<file path="src/rtl/dff_out_monitor.sv">
// rtl/dff_out_monitor.sv - edge monitor on a flop output with timestamped event FIFO and saturating edge counter
// Optional timestamp counter enabled by defining DFF_OUT_MONITOR_TIMESTAMP_EN.
module dff_out_monitor #(
  parameter int DEPTH = 4,
  parameter int CNT_W = 8
) (
  input  logic             clk,
  input  logic             rst_n,
  input  logic             d,
  input  logic [1:0]       mode,
  input  logic             clr,
  output logic             ev_valid,
  input  logic             ev_ready,
  output logic [8:0]       ev_data,
  output logic [CNT_W-1:0] ev_count,
  output logic             overflow
);

  localparam int AW = $clog2(DEPTH);

  logic             r_d_q;
  logic [AW:0]      r_wr_ptr;
  logic [AW:0]      r_rd_ptr;
  logic [8:0]       r_mem [DEPTH];
  logic [CNT_W-1:0] r_cnt;
  logic             r_ovf;

  logic       w_rise;
  logic       w_fall;
  logic       w_edge;
  logic       w_empty;
  logic       w_full;
  logic       w_pop;
  logic       w_push;
  logic       w_drop;
  logic [7:0] w_ts;

`ifdef DFF_OUT_MONITOR_TIMESTAMP_EN
  logic [7:0] r_ts;

  always_ff @(posedge clk or negedge rst_n) begin
    if (!rst_n) begin
      r_ts <= 8'd0;
    end else if (clr) begin
      r_ts <= 8'd0;
    end else begin
      r_ts <= r_ts + 8'd1;
    end
  end

  assign w_ts = r_ts;
`else
  assign w_ts = 8'd0;
`endif

  assign w_rise = d & ~r_d_q;
  assign w_fall = ~d & r_d_q;
  assign w_edge = (w_rise & mode[0]) | (w_fall & mode[1]);

  // Extra pointer bit distinguishes full from empty when the indices match.
  assign w_empty = (r_wr_ptr == r_rd_ptr);
  assign w_full  = (r_wr_ptr[AW] != r_rd_ptr[AW]) &&
                   (r_wr_ptr[AW-1:0] == r_rd_ptr[AW-1:0]);

  assign w_pop  = ~w_empty & ev_ready;
  assign w_push = w_edge & (~w_full | w_pop);
  assign w_drop = w_edge & w_full & ~w_pop;

  always_ff @(posedge clk or negedge rst_n) begin
    if (!rst_n) begin
      r_d_q <= 1'b0;
    end else begin
      r_d_q <= d;
    end
  end

  always_ff @(posedge clk or negedge rst_n) begin
    if (!rst_n) begin
      r_wr_ptr <= '0;
      r_rd_ptr <= '0;
      r_cnt    <= '0;
      r_ovf    <= 1'b0;
    end else if (clr) begin
      r_wr_ptr <= '0;
      r_rd_ptr <= '0;
      r_cnt    <= '0;
      r_ovf    <= 1'b0;
    end else begin
      if (w_push) begin
        r_wr_ptr <= r_wr_ptr + (AW+1)'(1);
      end
      if (w_pop) begin
        r_rd_ptr <= r_rd_ptr + (AW+1)'(1);
      end
      if (w_edge && !(&r_cnt)) begin
        r_cnt <= r_cnt + CNT_W'(1);
      end
      if (w_drop) begin
        r_ovf <= 1'b1;
      end
    end
  end

  // Storage needs no reset: the output mux hides it whenever the FIFO is empty.
  always_ff @(posedge clk) begin
    if (w_push && !clr) begin
      r_mem[r_wr_ptr[AW-1:0]] <= {w_rise, w_ts};
    end
  end

  assign ev_valid = ~w_empty;
  assign ev_data  = w_empty ? 9'd0 : r_mem[r_rd_ptr[AW-1:0]];
  assign ev_count = r_cnt;
  assign overflow = r_ovf;

endmodule

</file>
<file path="config.mk">
export PLATFORM = sky130hd
export DESIGN_NAME = dff_out_monitor
export DESIGN_NICKNAME = d
export VERILOG_FILES = /design/src/rtl/dff_out_monitor.sv
export SDC_FILE = /design/constraint.sdc
export NUM_CORES = 1
export LEC_CHECK = 0
export ABC_AREA = 1
export BUFFER_PORTS_ARGS = -buffer_cell sky130_fd_sc_hd__buf_4
export CAP_MARGIN = 25
export CORE_ASPECT_RATIO = 1.1
export CORE_MARGIN = 4
export CORE_UTILIZATION = 46
export CTS_BUF_LIST = sky130_fd_sc_hd__clkbuf_16
export DETAILED_ROUTE_END_ITERATION = 7
export HOLD_SLACK_MARGIN = 0.12
export PLACE_DENSITY = 0.69
export SETUP_SLACK_MARGIN = 0.3
export SLEW_MARGIN = 20
export SYNTH_ARGS = -nofsm -noshare
export SYNTH_HDL_FRONTEND = slang
export SYNTH_SLANG_ARGS = --single-unit
export TNS_END_PERCENT = 10
</file>
<file path="constraint.sdc">
create_clock -name clk -period 1.5 [get_ports clk]
set_input_delay 0.3 -clock clk [delete_from_list [all_inputs] [get_ports clk]]
set_output_delay 0.3 -clock clk [all_outputs]
set_load 0.05 [all_outputs]
</file>
Yosys cells after proc, flatten, opt, wreduce, memory -nomap -nowiden:

Memories as Yosys holds them, arrays and structs flattened.
Cells that the tools add are included.

* flip-flop bits (word level): 16
* latch bits: 0
* bits in writable memories: 4
* ROM bits: 0
* input bits: 7
* output and inout bits: 19
* word-level logic and storage cells: 48
* memories: 1

* $add $sub $neg: 3
* $mul: 0
* div/mod/pow operators: 0
* magnitude comparators: 0
* equal/unequal tests: 3
* shift operators: 0
* multiplexer cells: 11
* bitwise gates (word level): 15
* reductions and logical operators: 10

Memory list
* r_mem: depth 4, width 1, rd ports 1, clocked after memory_dff 0, wr ports 1, line 24 `logic [8:0] r_mem [DEPTH];`

Operators by type and width (count)
* $mux W8: 2
* $mux W3: 4
* $mux W9: 1
* $add A8 B1 Y8 const B: 1
* $and A1 B1 Y1: 8
* $reduce_and A8 Y1: 1
* $reduce_bool A2 Y1: 4
* $add A3 B1 Y3 const B: 2
* $not A1 Y1: 5
* $mux W1: 4
* $eq A3 B3 Y1: 1
* $logic_and A1 B1 Y1: 3
* $eq A2 B2 Y1: 1
* $logic_not A1 Y1: 2
* $or A1 B1 Y1: 2
* $ne A1 B1 Y1: 1

Logic depth before layout (Yosys ltp):

Gate-level depths: netlist (run 1).

* depth in word-level cells: 8
* depth in mapped cells: 9
* depth with buffers taken out: 9

Worst setup path after synthesis (run 1):

Ideal clock, no wire load.

* kind: register -> register
* from: reg r_cnt[1] (netlist: ev_count[1])
* to: reg r_cnt[5] (netlist: ev_count[5])
* library setup time: 0.066 ns
* arrival time: 1.560 ns
* required time: 1.434 ns
* setup slack: -0.127 ns
* stages on the path, launching flop included: 10
* path buffers: 0
* clock period less this slack: 1.627 ns
* path through: dfrtp_1 -> ha_1 -> nand2_2 -> nor2_4 -> nand2_2 -> nand2_4 -> nand2_4 -> clkinv_4 -> nand2_1 -> nand2_1

* word-level cells in the longest chain between the ends: 4
* elaborated cells between the ends (all ways): 7
* classes of those cells: add/sub (1); mux (2); reduce/logical (4)

RTL lines
* start, declared: line 25 `logic [CNT_W-1:0] r_cnt;`
* start signal, assigned: line 96 `r_cnt <= r_cnt + CNT_W'(1);`
* branches (longest 4 deep; another with $add A8 B1 Y8)

Parallel ways; which one is timed is not known. The select of a mux whose other input is x is not followed.
A chain may end at the register's enable or synchronous reset.

Worst setup path in the final report (run 1):

* from: reg r_wr_ptr[0]
* to: out ev_data[8]

* word-level cells in the longest chain between the ends: 2

RTL lines
* start, declared: line 22 `logic [AW:0] r_wr_ptr;`
* start signal, assigned: line 90 `r_wr_ptr <= r_wr_ptr + (AW+1)'(1);`
* $eq A3 B3 Y1: line 61 `assign w_empty = (r_wr_ptr == r_rd_ptr);`
* $mux W9: line 112 `assign ev_data = w_empty ? 9'd0 : r_mem[r_rd_ptr[AW-1:0]];`
* end, declared: line 14 `output logic [8:0] ev_data,`

No other way between the ends.

==> run summary, run 1 <==
Dividing the detail-routed wire length by the instance count gives 13.68 um. The tools report the DRC violation count after routing as 0. The TritonCTS buffer count came out at 3. Post-synthesis instance area: 1295 um2.

The post-synthesis mux area share was 0. The run gives 17 as the maximum number of pins on one net before global-route repair. The logs give 1,237 for the number of global-route vias before repair and 3729 um2 for the floorplan die area. Summed over all cells, the static leakage comes to 0.8640 nW. STA puts the critical path data required time at 1200 ps.

At the worst endpoint, the arrival time is 1390 ps. Routing layer with the top usage in global route: met2. The clock period minus worst slack is 1688 ps, and the count of routing violations after the opening detailed-route iteration is 54. The combinational family with the most area after synthesis was simple AND/OR/NAND/NOR gates. The XOR/XNOR share of the synthesized area was 0.02029.

Average via count per standard cell: 5.068. The number of synthesized flops with an enable pin was 4; the share of async-settable or async-resettable flops after synthesis was 0.8000. The most common cell after layout, fill and taps aside is sky130_fd_sc_hd__buf_4.

The total area inside the core boundary comes to 2591 um2. The number of nets in the final layout was 203. The area growth from synthesis to final layout works out to 37.10%. The post-synthesis sequential area ratio came out at 0.4019.

The checks that failed: setup timing. The initialized floorplan defines 19 standard-cell rows. The final setup skew is 2.090 ps. For the total number of H-tree levels, the log shows 1. The worst hold path cell count is 1, and the initial antenna violation count is 0.

Of all cell types, the one taking the most synthesized area is sky130_fd_sc_hd__dfrtp_1. The final critical-path setup slack is -187.9 ps. The critical path launch point type is a flop.

The post-route fraction of the period consumed by the critical path is 1.125. In this run the worst setup path begins at r_wr_ptr[0]$_DFFE_PN0P_. The tree built by TritonCTS fans out to 20 sinks. The simple logic cell fraction of the synthesized area is 0.3478. The tools report the largest vdd supply drop as 736.1 uV. Final hold analysis gives a worst-case slack of 172.2 ps. Count of different cell masters after synthesis: 27. The run gives 250 ps as the clock latency reported for the late side of the worst-skew pair. The setup path with the least slack is of type reg -> out. The all-layer global routing usage was 0.1765. During I/O placement, the number of pins put on the boundary was 26.

Detailed placement finished with a half-perimeter wire length of 2104 um. The logs give 0 for the final global-route overflow total and 208 for the cell count after placement. The yosys synthesis warning count came out at 0. The complex-gate fraction of the synthesized area is 0.04058.

The number of cells on the worst reg-to-reg path was 8; the met3 track utilization from global routing was 0.02245. The run gives -7.450 ps as the pre-CTS worst setup slack. The startpoint identified for the worst hold timing path is d. The fraction of final layout cells sized beyond drive strength 1 was 0.4550.

Initial core utilization: 0.4998. The width of the die is 58.59 um, and the first-pass detailed-route iteration total is 4. The number of synthesized register bits is 20, and the cell area power density is 876.9 nW/um2.

The endpoint type of the worst setup path was an output port. The run gives 5161 um as the wire length of the first global-routing pass. The cell sitting at the root of the clock tree is a sky130_fd_sc_hd__clkbuf_16. The average footprint of a synthesized cell is 8.248 um2. The logs give 0.3268 for the met2 track demand over resource and 5 for the number of setup violations in the final report.

Setup repair after global routing could not meet its margin everywhere. The top cell types in the final layout, fill and taps aside, are sky130_fd_sc_hd__buf_4, sky130_fd_sc_hd__nand2_1, sky130_fd_sc_hd__inv_1. Synthesis produced a netlist whose cell count is 157. The worst hold path belongs to the class in -> reg. The tools report the deepest clock path buffer count as 2. The number of non-filler instances in the completed layout is 220. The startpoint identified for the worst register-to-register timing path is r_rd_ptr[0]$_DFFE_PN0P_. The logs give 0 for the number of endpoints with negative hold slack in the final report and 0 for the residual antenna-violating net count after detailed routing. TritonCTS built the clock tree.

The number of filler instances in the final layout was 205; the met1 capacity usage during global routing was 0.1807. After synthesis, the cell types taking the most area are sky130_fd_sc_hd__dfrtp_1, sky130_fd_sc_hd__edfxtp_1, sky130_fd_sc_hd__nand2_1. The peak clock frequency supported by timing came out at 592.5 MHz. The floorplan die height was 63.65 um.

Max-cap violations in this run came to 0. The total routed wirelength was 3010 um. The number of antenna cells inserted is 0, and the clock slew seen by the registers of the worst setup and hold paths is 50 ps. Routability-driven placement finished with a final weighted congestion of 0.8040. The run finished, with violations left.

The top-area cell type share of the netlist area was 0.3092. In this run the worst path has a maximum fanout of 4. The post-synthesis share of cell area spent on full adders, half adders and majority gates was 0.05797; the total number of vias was 1,115.

The tools report the max-slew violation total from the final report as 0. The number of buffers added on ports was 17. Among all flip-flop cells after synthesis, the most frequent one is sky130_fd_sc_hd__dfrtp_1.
## area by class of cell
type / instances / area [um2] / share of cell area
multi-input combinational: 112 / 767.0 / 0.4320
sequential: 20 / 528.0 / 0.2974
timing repair buffer: 31 / 269.0 / 0.1515
inverter: 22 / 93.84 / 0.05285
clock buffer: 3 / 75.07 / 0.04228
tap: 31 / 38.79 / 0.02185
clock inverter: 1 / 3.754 / 0.002114
## metal layers
metal	wire, um	part of all wire
met4	93	0.031
met2	1681	0.56
met3	122	0.041
met1	1113	0.37
met5	0	0
## final timing paths
kind | slack, ps | to
max | -190 | ev_data[8]
min | 170 | r_d_q$_DFF_PN0_
max reg2reg | -20 | r_mem[0]$_DFFE_PP_
min reg2reg | 520 | overflow$_DFFE_PN0P_
max in group asynchronous | 840 | ev_count[0]$_DFFE_PN0P_
min in group asynchronous | 450 | r_d_q$_DFF_PN0_
## cells in the mapped netlist (3+ instances only)
cell,instances
sky130_fd_sc_hd__buf_4,8
sky130_fd_sc_hd__dfrtp_1,16
sky130_fd_sc_hd__edfxtp_1,4
sky130_fd_sc_hd__ha_1,6
sky130_fd_sc_hd__inv_1,19
sky130_fd_sc_hd__nand2_1,29
sky130_fd_sc_hd__nand2_2,8
sky130_fd_sc_hd__nand2_4,5
sky130_fd_sc_hd__nand3_1,15
sky130_fd_sc_hd__nand4_1,8
sky130_fd_sc_hd__nor2_1,15
sky130_fd_sc_hd__o21ai_0,3
sky130_fd_sc_hd__o21ai_1,3
sky130_fd_sc_hd__xor2_1,3
## stage by stage
stage | TNS [ps] | cell area (um2) | power (mW) | util
after global placement | 0 | 1479 | 0.9307 | 0.5707
after CTS | -207.6 | 1697 | 1.527 | 0.6548
final | -320.9 | 1775 | 1.557 | 0.6852
after detailed placement | -7.450 | 1479 | 0.9406 | 0.5707
after floorplan | -0.5630 | 1344 | 0.8635 | -
after global routing | -621.6 | 1775 | 1.627 | 0.6852
## power by group
group	switching, mW	leakage, nW	total [mW]	internal, mW
clock	0.185	0.0423	0.540	0.354
sequential	0.0219	0.246	0.593	0.571
combinational	0.272	0.575	0.425	0.153
## critical path: stages (launching register included)
cell,delay [ps]
sky130_fd_sc_hd__dfrtp_1,430
sky130_fd_sc_hd__inv_2,70
sky130_fd_sc_hd__nand2_2,90
sky130_fd_sc_hd__nand2_4,70
sky130_fd_sc_hd__nor2_8,140
sky130_fd_sc_hd__nand2_8,60
sky130_fd_sc_hd__nand2_4,60
sky130_fd_sc_hd__clkinvlp_4,70
sky130_fd_sc_hd__buf_6,140
## kinds of logic after synthesis
kind of cell    after synthesis
simple gates                 85
flops                        20
compound gates               10
other cells                   1
fa+ha+maj                     6
buf+inv                      32
xor+xnor                      3
## what timing repair did
item                                   in CTS  in global routing
endpoints found under the hold margin      16                  0
cloned                                      0                  0
setup endpoints to repair                  24                 25
resized for setup                          30                 16
pin swaps                                  23                 13
setup buffers                               4                  3
hold buffers                                1                  0
## state kept, by name, indices dropped and copies added (netlist names)
signal    count
overflow      1
r_wr_ptr      3
ev_count      8
r_d_q         1
r_rd_ptr      3
r_mem         4
(Power assumes the default switching activity.)
==> run 2, diff against run 1 <==
--- a/config.mk
+++ b/config.mk
@@ -13,6 +13,7 @@
 export CORE_UTILIZATION = 46
 export CTS_BUF_LIST = sky130_fd_sc_hd__clkbuf_16
 export DETAILED_ROUTE_END_ITERATION = 7
+export GPL_TIMING_DRIVEN = 0
 export HOLD_SLACK_MARGIN = 0.12
 export PLACE_DENSITY = 0.69
 export SETUP_SLACK_MARGIN = 0.3
==> run 2 against run 1 <==
Effect of this change: the flow still finishes with violations (setup timing); non-clock buffer count grew 5; first-iteration DRC count decreased by 43%; die area unchanged; via count grew 3.3%; maximum frequency is essentially flat; sequential share of layout area down 0.13 points; register-to-register slack better by 30 ps; combinational power rose by 4%.
==> run summary, run 2 (synthesis results as in run 1) <==
The run gives 0.1596 (was 0.1765) as the all-layer global routing usage. The run gives 1783 um2 (was 1775 um2) as the final design instance area without fill. The cell area power density is 891.8 nW/um2 (was 876.9 nW/um2), and the initial antenna violation count is 0 (unchanged).

The worst hold path cell count was 1 (unchanged). The type of the tightest min-delay check was in -> reg (unchanged). The TritonCTS buffer count came out at 3 (unchanged).

Final-layout setup total negative slack: -362.5 ps (was -320.9 ps). The average wire per cell in the routed design was 12.97 um (was 13.68 um); the maximum number of pins on one net before global-route repair was 17 (unchanged). The placement-stage cell area is 1510 um2 (was 1479 um2). Routability congestion estimate: 0.8384 (was 0.8040).

The flip-flop count of the largest register after layout came out at 8 (unchanged). The max-slew violation total from the final report is 0 (unchanged), and the final setup skew is 8.411 ps (was 2.090 ps). The tools report the final global-route overflow total as 0 (unchanged).

The total routed wirelength was 2919 um (was 3010 um). Violations in the final reports: setup timing (unchanged). The fraction of final layout cells sized beyond drive strength 1 is 0.4485 (was 0.4550). The floorplan die height was 63.65 um (unchanged).

Number of placement rows: 19 (unchanged). The buffer type at the clock tree root was sky130_fd_sc_hd__clkbuf_16 (unchanged). The number of nets in the final layout was 208 (was 203); the area growth from synthesis to final layout was 37.68% (was 37.10%). The destination of the worst register-to-register timing path was r_mem[1]$_DFFE_PP_ (was r_mem[0]$_DFFE_PP_).

Setup repair after global routing could not meet its margin everywhere. Cell repeated most along the worst path: sky130_fd_sc_hd__nand2_4 (unchanged). The reg-to-reg startpoint is r_rd_ptr[0]$_DFFE_PN0P_ (unchanged).

For the total number of H-tree levels, the log shows 1 (unchanged). The critical path class is reg -> out (unchanged). The initial core utilization came out at 0.4998 (unchanged). Hold path startpoint: d (unchanged).

The overall power is 1.590 mW (was 1.557 mW). The flow ran to the end, but the final reports show violations. The tools report the DRC violation count after routing as 0 (unchanged). The wire length of the first global-routing pass was 4650 um (was 5161 um); the final core area utilization was 0.6881 (was 0.6852). The met3 track utilization from global routing was 0.02653 (was 0.02245); the total number of vias was 1,152 (was 1,115). The number of primary I/O pins came out at 26 (unchanged). Critical path launch point type: a flop (unchanged).

TritonCTS built the clock tree. The tools report the placed wire-length estimate as 2036 um (was 2104 um). The number of setup violations in the final report was 2 (was 5). The logs give 592.8 MHz (was 592.5 MHz) for the peak clock frequency supported by timing and 0.2933 (was 0.3268) for the met2 track demand over resource.

The tools report the max-capacitance violation count as 0 (unchanged). The standard cell with the maximum stage delay on the critical path is sky130_fd_sc_hd__dfrtp_2 (was sky130_fd_sc_hd__dfrtp_1). The clock period minus worst slack was 1687 ps (was 1688 ps); the count of clock tree sinks was 20 (unchanged). The average via count per standard cell works out to 5.120 (was 5.068). For the required time of the critical path, the log shows 1200 ps (about the same). The number of cells on the worst reg-to-reg path works out to 8 (unchanged).

The most common cell after layout, fill and taps aside was sky130_fd_sc_hd__buf_4 (unchanged). For the largest vdd supply drop, the log shows 683.7 uV (was 736.1 uV). Terminating pin of the worst hold path: r_d_q$_DFF_PN0_ (unchanged). The routing layer with the top usage in global route is met2 (unchanged).

The final critical-path setup slack was -186.9 ps (was -187.9 ps); the core outline area was 2591 um2 (unchanged). The clock latency reported for the late side of the worst-skew pair was 260 ps (was 250 ps). Largest fanout of any net on the critical path: 6 (was 4). Cell-by-cell trace of the critical path: inv_2 > nand2_2 > nand2_4 > nor2_8 > nand2_8 > nand2_4 > clkinvlp_4 > buf_8 (was inv_2 > nand2_2 > nand2_4 > nor2_8 > nand2_8 > nand2_4 > clkinvlp_4 > buf_6).

The clock slew seen by the registers of the worst setup and hold paths is 50 ps (about the same), and the count of routing violations after the opening detailed-route iteration is 31 (was 54). The startpoint of the worst setup timing path was r_rd_ptr[0]$_DFFE_PN0P_ (was r_wr_ptr[0]$_DFFE_PN0P_). The width of the die works out to 58.59 um (unchanged). Highest-count cells in the layout ignoring fill and taps: sky130_fd_sc_hd__buf_4, sky130_fd_sc_hd__nand2_1, sky130_fd_sc_hd__nand2_2, sky130_fd_sc_hd__inv_1, sky130_fd_sc_hd__nor2_1 (was sky130_fd_sc_hd__buf_4, sky130_fd_sc_hd__nand2_1, sky130_fd_sc_hd__inv_1).

Delay of the slowest cell on the worst path: 430 ps (about the same). The number of global-route vias before repair is 1,136 (was 1,237), and the first-pass detailed-route iteration total is 4 (unchanged). The logs give 3729 um2 (unchanged) for the floorplan die area and 0 (unchanged) for the number of endpoints with negative hold slack in the final report. The tools report the pre-CTS worst setup slack as -43.12 ps (was -7.450 ps).

The deepest clock path buffer count was 2 (unchanged). The tools report the leakage dissipation as 0.8880 nW (was 0.8640 nW). The number of buffers added on ports is 17 (unchanged).

The tools report the endpoint type of the worst setup path as an output port (unchanged). The post-route fraction of the period consumed by the critical path works out to 1.125 (about the same). The signal arrival time at the worst endpoint was 1390 ps (about the same). The number of antenna cells inserted is 0 (unchanged), and the residual antenna-violating net count after detailed routing is 0 (unchanged). The buffering stage count on the worst path with inverters included works out to 3 (unchanged). Cell family with the largest share of critical-path delay: flip-flops (unchanged). The tools report the flop-to-flop setup slack as 10 ps (was -20 ps). The met1 capacity usage during global routing came out at 0.1684 (was 0.1807).
## run 2: final cells by class
class / count / area (um2)
plain buffers: 10 / 76.32
clock buffers: 3 / 75.07
clock inverters: 1 / 3.754
fillers: 209 / 808.3
inverters: 22 / 93.84
multi-input cells: 112 / 728.2
flip-flops and latches: 20 / 528.0
well taps: 31 / 38.79
repair buffers: 26 / 239.0
## run 2: through the flow
| stage | std cells | hold slack, ps |
|---|---|---|
| 3_5_place_dp | 212 | 179.7 |
| 3_3_place_gp | 212 | 179.5 |
| 4_1_cts | 222 | 172.7 |
| 5_1_grt | 225 | 178.3 |
| 6_report | 225 | 176.2 |
| 2_1_floorplan | 164 | 4.409 |
## run 2: power breakdown
group	total, mW	switching [mW]	leakage [nW]	internal, mW
clock	0.554	0.199	0.0385	0.355
sequential	0.593	0.0222	0.246	0.571
combinational	0.443	0.267	0.603	0.176
## run 2: worst max-delay path by stage
stage | depth (start not counted) | slack (ps) | endpoint
after floorplan | 7 | -0.6 | ev_data[8]
after global placement | 8 | -30 | ev_data[8]
after detailed placement | 8 | -40 | ev_data[8]
after CTS | 8 | -210 | ev_data[8]
after global routing | 8 | -260 | ev_data[8]
final | 8 | -190 | ev_data[8]
## run 2: routing by layer
layer | wire [um] | vias to the layer above
met2 | 1607 | 21
met3 | 100 | 7
met1 | 1153 | 557
met5 | 0 | -
met4 | 57 | 0
li1 | - | 567
## run 2: timing repair
item / CTS / global route
pin swaps: 15 / 16
endpoints found under the setup margin: 23 / 25
hold buffers: 1 / 0
hold endpoints to repair: 16 / 0
buffers inserted: 5 / 3
resized for setup: 14 / 24
==> run 3, diff against run 2 <==
--- a/config.mk
+++ b/config.mk
@@ -5,11 +5,10 @@
 export SDC_FILE = /design/constraint.sdc
 export NUM_CORES = 1
 export LEC_CHECK = 0
-export ABC_AREA = 1
-export BUFFER_PORTS_ARGS = -buffer_cell sky130_fd_sc_hd__buf_4
+export BUFFER_PORTS_ARGS = -buffer_cell sky130_fd_sc_hd__buf_2
 export CAP_MARGIN = 25
 export CORE_ASPECT_RATIO = 1.1
-export CORE_MARGIN = 4
+export CORE_MARGIN = 2
 export CORE_UTILIZATION = 46
 export CTS_BUF_LIST = sky130_fd_sc_hd__clkbuf_16
 export DETAILED_ROUTE_END_ITERATION = 7
==> run 3 against run 2 <==
Effect of this change: the run still ends with setup timing left; first-iteration DRC count fell by 68%; sequential power increased by 1%; highest routed layer unchanged; count of clock-buffer cells in the layout unchanged; largest cell class unchanged; critical path type unchanged; die area fell by 15%; clock skew is 6.3 ps lower; maximum frequency down 9.0%; critical path depth decreased by 4.
==> run summary, run 3 <==
The run finished, with violations left. Violations in the final reports: setup timing (unchanged). The number of global-route vias before repair is 982 (was 1,136).

Floorplan die area: 3160 um2 (was 3729 um2). The initial core utilization is 0.4929 (was 0.4998). Destination of the worst register-to-register timing path: r_mem[1]$_DFFE_PP_ (unchanged). The run gives 170 (was 212) as the cell count after placement. The number of synthesized flops with an enable pin works out to 4 (unchanged). The number of endpoints with negative hold slack in the final report was 0 (unchanged); the number of primary I/O pins was 26 (unchanged). Reg-to-reg startpoint: r_d_q$_DFF_PN0_ (was r_rd_ptr[0]$_DFFE_PN0P_). The peak clock frequency supported by timing was 539.6 MHz (was 592.8 MHz). The dominant cell by count in the synthesized netlist is sky130_fd_sc_hd__dfrtp_1 (was sky130_fd_sc_hd__nand2_1). The average via count per standard cell is 5.165 (was 5.120).

The tools report the DRC violation count after routing as 0 (unchanged). The placed wire-length estimate was 1801 um (was 2036 um). The number of setup violations in the final report came out at 10 (was 2). The count of routing violations after the opening detailed-route iteration is 10 (was 31), and the clock period minus worst slack is 1853 ps (was 1687 ps). Residual antenna-violating net count after detailed routing: 0 (unchanged). The logs give 17 (unchanged) for the maximum number of pins on one net before global-route repair and 1 (unchanged) for the total number of H-tree levels. The tools report the yosys synthesis warning count as 0 (unchanged). The largest vdd supply drop is 658.3 uV (was 683.7 uV), and the number of buffers added on ports is 17 (unchanged). The final critical-path setup slack was -353.1 ps (was -186.9 ps); the post-synthesis sequential area ratio was 0.4152 (was 0.4019).

The required time of the critical path was 1200 ps (about the same); the first-pass detailed-route iteration total was 4 (unchanged). The flop-to-flop setup slack was -230 ps (was 10 ps). Setup repair after global routing could not meet its margin everywhere. The total routed wirelength is 2638 um (was 2919 um). Leading area contributor after synthesis: sky130_fd_sc_hd__dfrtp_1 (unchanged). The clock latency reported for the late side of the worst-skew pair is 250 ps (was 260 ps), and the worst hold path cell count is 1 (unchanged). Max-capacitance violation count: 0 (unchanged). The post-synthesis instance area is 1254 um2 (was 1295 um2), and the number of synthesized register bits is 20 (unchanged).

The tools report the terminating pin of the worst hold path as r_d_q$_DFF_PN0_ (unchanged). The flip-flop count of the largest register after layout is 8 (unchanged). Highest-count cells in the layout ignoring fill and taps: sky130_fd_sc_hd__buf_4, sky130_fd_sc_hd__nor2_1, sky130_fd_sc_hd__buf_2, sky130_fd_sc_hd__dfrtp_2 (was sky130_fd_sc_hd__buf_4, sky130_fd_sc_hd__nand2_1, sky130_fd_sc_hd__nand2_2, sky130_fd_sc_hd__inv_1, sky130_fd_sc_hd__nor2_1). The leakage dissipation came out at 0.7598 nW (was 0.8880 nW). The largest fanout of any net on the critical path came out at 4 (was 6). Post-route fraction of the period consumed by the critical path: 1.235 (was 1.125).

The final setup skew was 2.104 ps (was 8.411 ps). The fraction of final layout cells sized beyond drive strength 1 works out to 0.4636 (was 0.4485). The critical path class was reg -> out (unchanged). Synth top cells by count: sky130_fd_sc_hd__dfrtp_1, sky130_fd_sc_hd__nor2_1, sky130_fd_sc_hd__buf_4 (was sky130_fd_sc_hd__nand2_1, sky130_fd_sc_hd__inv_1, sky130_fd_sc_hd__dfrtp_1). The all-layer global routing usage is 0.1877 (was 0.1596).

For the count of different cell masters after synthesis, the log shows 40 (was 27). The number of placement rows is 19 (unchanged), and the signal arrival time at the worst endpoint is 1550 ps (was 1390 ps). Most common flop cell mapped by yosys: sky130_fd_sc_hd__dfrtp_1 (unchanged). The type of the tightest min-delay check was in -> reg (unchanged). The share of async-settable or async-resettable flops after synthesis came out at 0.8000 (unchanged). The floorplan die height came out at 58.76 um (was 63.65 um). Synth top area cells: sky130_fd_sc_hd__dfrtp_1, sky130_fd_sc_hd__edfxtp_1, sky130_fd_sc_hd__ha_1 (was sky130_fd_sc_hd__dfrtp_1, sky130_fd_sc_hd__edfxtp_1, sky130_fd_sc_hd__nand2_1). The final-layout setup total negative slack is -1843 ps (was -362.5 ps). The logs give 165 (was 208) for the number of nets in the final layout and 182 (was 225) for the number of non-filler instances in the completed layout. The run gives 0 (unchanged) as the max-slew violation total from the final report. TritonCTS built the clock tree.

The average footprint of a synthesized cell is 10.90 um2 (was 8.248 um2), and the cell count after synthesis is 115 (was 157). The clock slew seen by the registers of the worst setup and hold paths was 50 ps (about the same). The deepest clock path buffer count came out at 2 (unchanged).

The critical path launch point type is a flop (unchanged). The final global-route overflow total came out at 0 (unchanged). The number of antenna cells inserted was 0 (unchanged); the routability congestion estimate was 0.7755 (was 0.8384). The top-area cell type share of the netlist area came out at 0.3194 (was 0.3092). The tools report the wire length of the first global-routing pass as 4264 um (was 4650 um). The buffer type at the clock tree root was sky130_fd_sc_hd__clkbuf_16 (unchanged). The most common cell after layout, fill and taps aside is sky130_fd_sc_hd__buf_4 (unchanged).

The initial antenna violation count is 0 (unchanged). For the total number of vias, the log shows 940 (was 1,152). The hold path startpoint is d (unchanged). The width of the die was 53.78 um (was 58.59 um). The endpoint type of the worst setup path was an output port (unchanged).

The area growth from synthesis to final layout works out to 35.33% (was 37.68%). The run gives 20 (unchanged) as the count of clock tree sinks. For the TritonCTS buffer count, the log shows 3 (unchanged). The number of cells on the worst reg-to-reg path was 6 (was 8).

The average wire per cell in the routed design was 14.49 um (was 12.97 um); the cell area power density was 908.8 nW/um2 (was 891.8 nW/um2). For the core outline area, the log shows 2544 um2 (was 2591 um2).
-- run 3: cell types whose count changed after synthesis, moves of 4 or more --
cell,delta
sky130_fd_sc_hd__nand2_2,-8
sky130_fd_sc_hd__inv_1,-15
sky130_fd_sc_hd__nand2_1,-25
sky130_fd_sc_hd__nand2_4,-5
sky130_fd_sc_hd__nand3_1,-13
sky130_fd_sc_hd__nand4_1,-8
sky130_fd_sc_hd__nor2_1,-4
sky130_fd_sc_hd__nor2b_1,+4
-- run 3: critical path, cell delays in order (launching register included) --
cell and delay, ps:
sky130_fd_sc_hd__dfrtp_1 400, sky130_fd_sc_hd__xor2_2 210, sky130_fd_sc_hd__or3_4 400, sky130_fd_sc_hd__and2_4 150, sky130_fd_sc_hd__buf_6 140
-- run 3: worst max path at each step --
stage | from | cells after the start | end
2_1_floorplan | ev_count[1]$_DFFE_PN0P_ | 5 | ev_count[5]$_DFFE_PN0P_
3_3_place_gp | d | 7 | r_mem[3]$_DFFE_PP_
3_5_place_dp | d | 7 | r_mem[1]$_DFFE_PP_
4_1_cts | r_wr_ptr[1]$_DFFE_PN0P_ | 4 | ev_data[8]
5_1_grt | r_rd_ptr[0]$_DFFE_PN0P_ | 3 | ev_data[8]
6_report | r_wr_ptr[1]$_DFFE_PN0P_ | 4 | ev_data[8]
-- run 3: cell families after synthesis --
| group | count (synthesis) | share of synthesized area |
|---|---|---|
| buffers and inverters | 16 | 0.08382 |
| adder cells (fa/ha/maj) | 6 | 0.05988 |
| AO/OA/AOI/OAI | 18 | 0.09281 |
| XOR/XNOR | 5 | 0.04691 |
| other | 1 | 0.002991 |
| AND/OR/NAND/NOR | 42 | 0.2236 |
| multiplexers | 7 | 0.07485 |
| flip-flops | 20 | 0.4152 |
-- run 3: per-stage QoR --
step | util | total power [mW] | setup slack (ps) | instance area, um2 | hold WS [ps]
floorplan | - | 0.8894 | -164.6 | 1328 | 4.409
global placement | 0.5706 | 0.9487 | -254.1 | 1451 | 244.8
detailed placement | 0.5706 | 0.9605 | -288.1 | 1451 | 238.9
CTS | 0.6414 | 1.540 | -363.0 | 1632 | 219.7
global route | 0.6670 | 1.609 | -388.4 | 1697 | 222.2
finish | 0.6670 | 1.542 | -353.1 | 1697 | 225.0
-- run 3: what timing repair did --
action / 4_1_cts / 5_1_grt
hold buffers: 1 / 0
hold endpoints to repair: 16 / 0
resized for setup: 20 / 10
endpoints found under the setup margin: 29 / 28
buffers inserted: 4 / 3
pin swaps: 6 / 4
-- run 3: layout make-up --
type	count	area, um2
timing repair buffer	25	192.7
sequential	20	531.8
clock inverter	1	3.754
tap	31	38.79
multi-input combinational	86	748.2
fill	210	847.1
inverter	4	15.01
clock buffer	3	75.07
buffer	12	91.34
-- run 3: per-layer routing --
| layer | track usage | share of wire | up-vias |
|---|---|---|---|
| li1 | - | - | 459 |
| met5 | 0 | 0 | - |
| met2 | 0.3310 | 0.55 | 21 |
| met3 | 0.03299 | 0.034 | 6 |
| met4 | 0.1099 | 0.019 | 0 |
| met1 | 0.2043 | 0.39 | 454 |
-- run 3: report_power, final --
part           total (mW)  internal [mW]  switching, mW
sequential          0.600          0.576         0.0245
clock               0.543          0.355          0.188
combinational       0.399          0.159          0.240
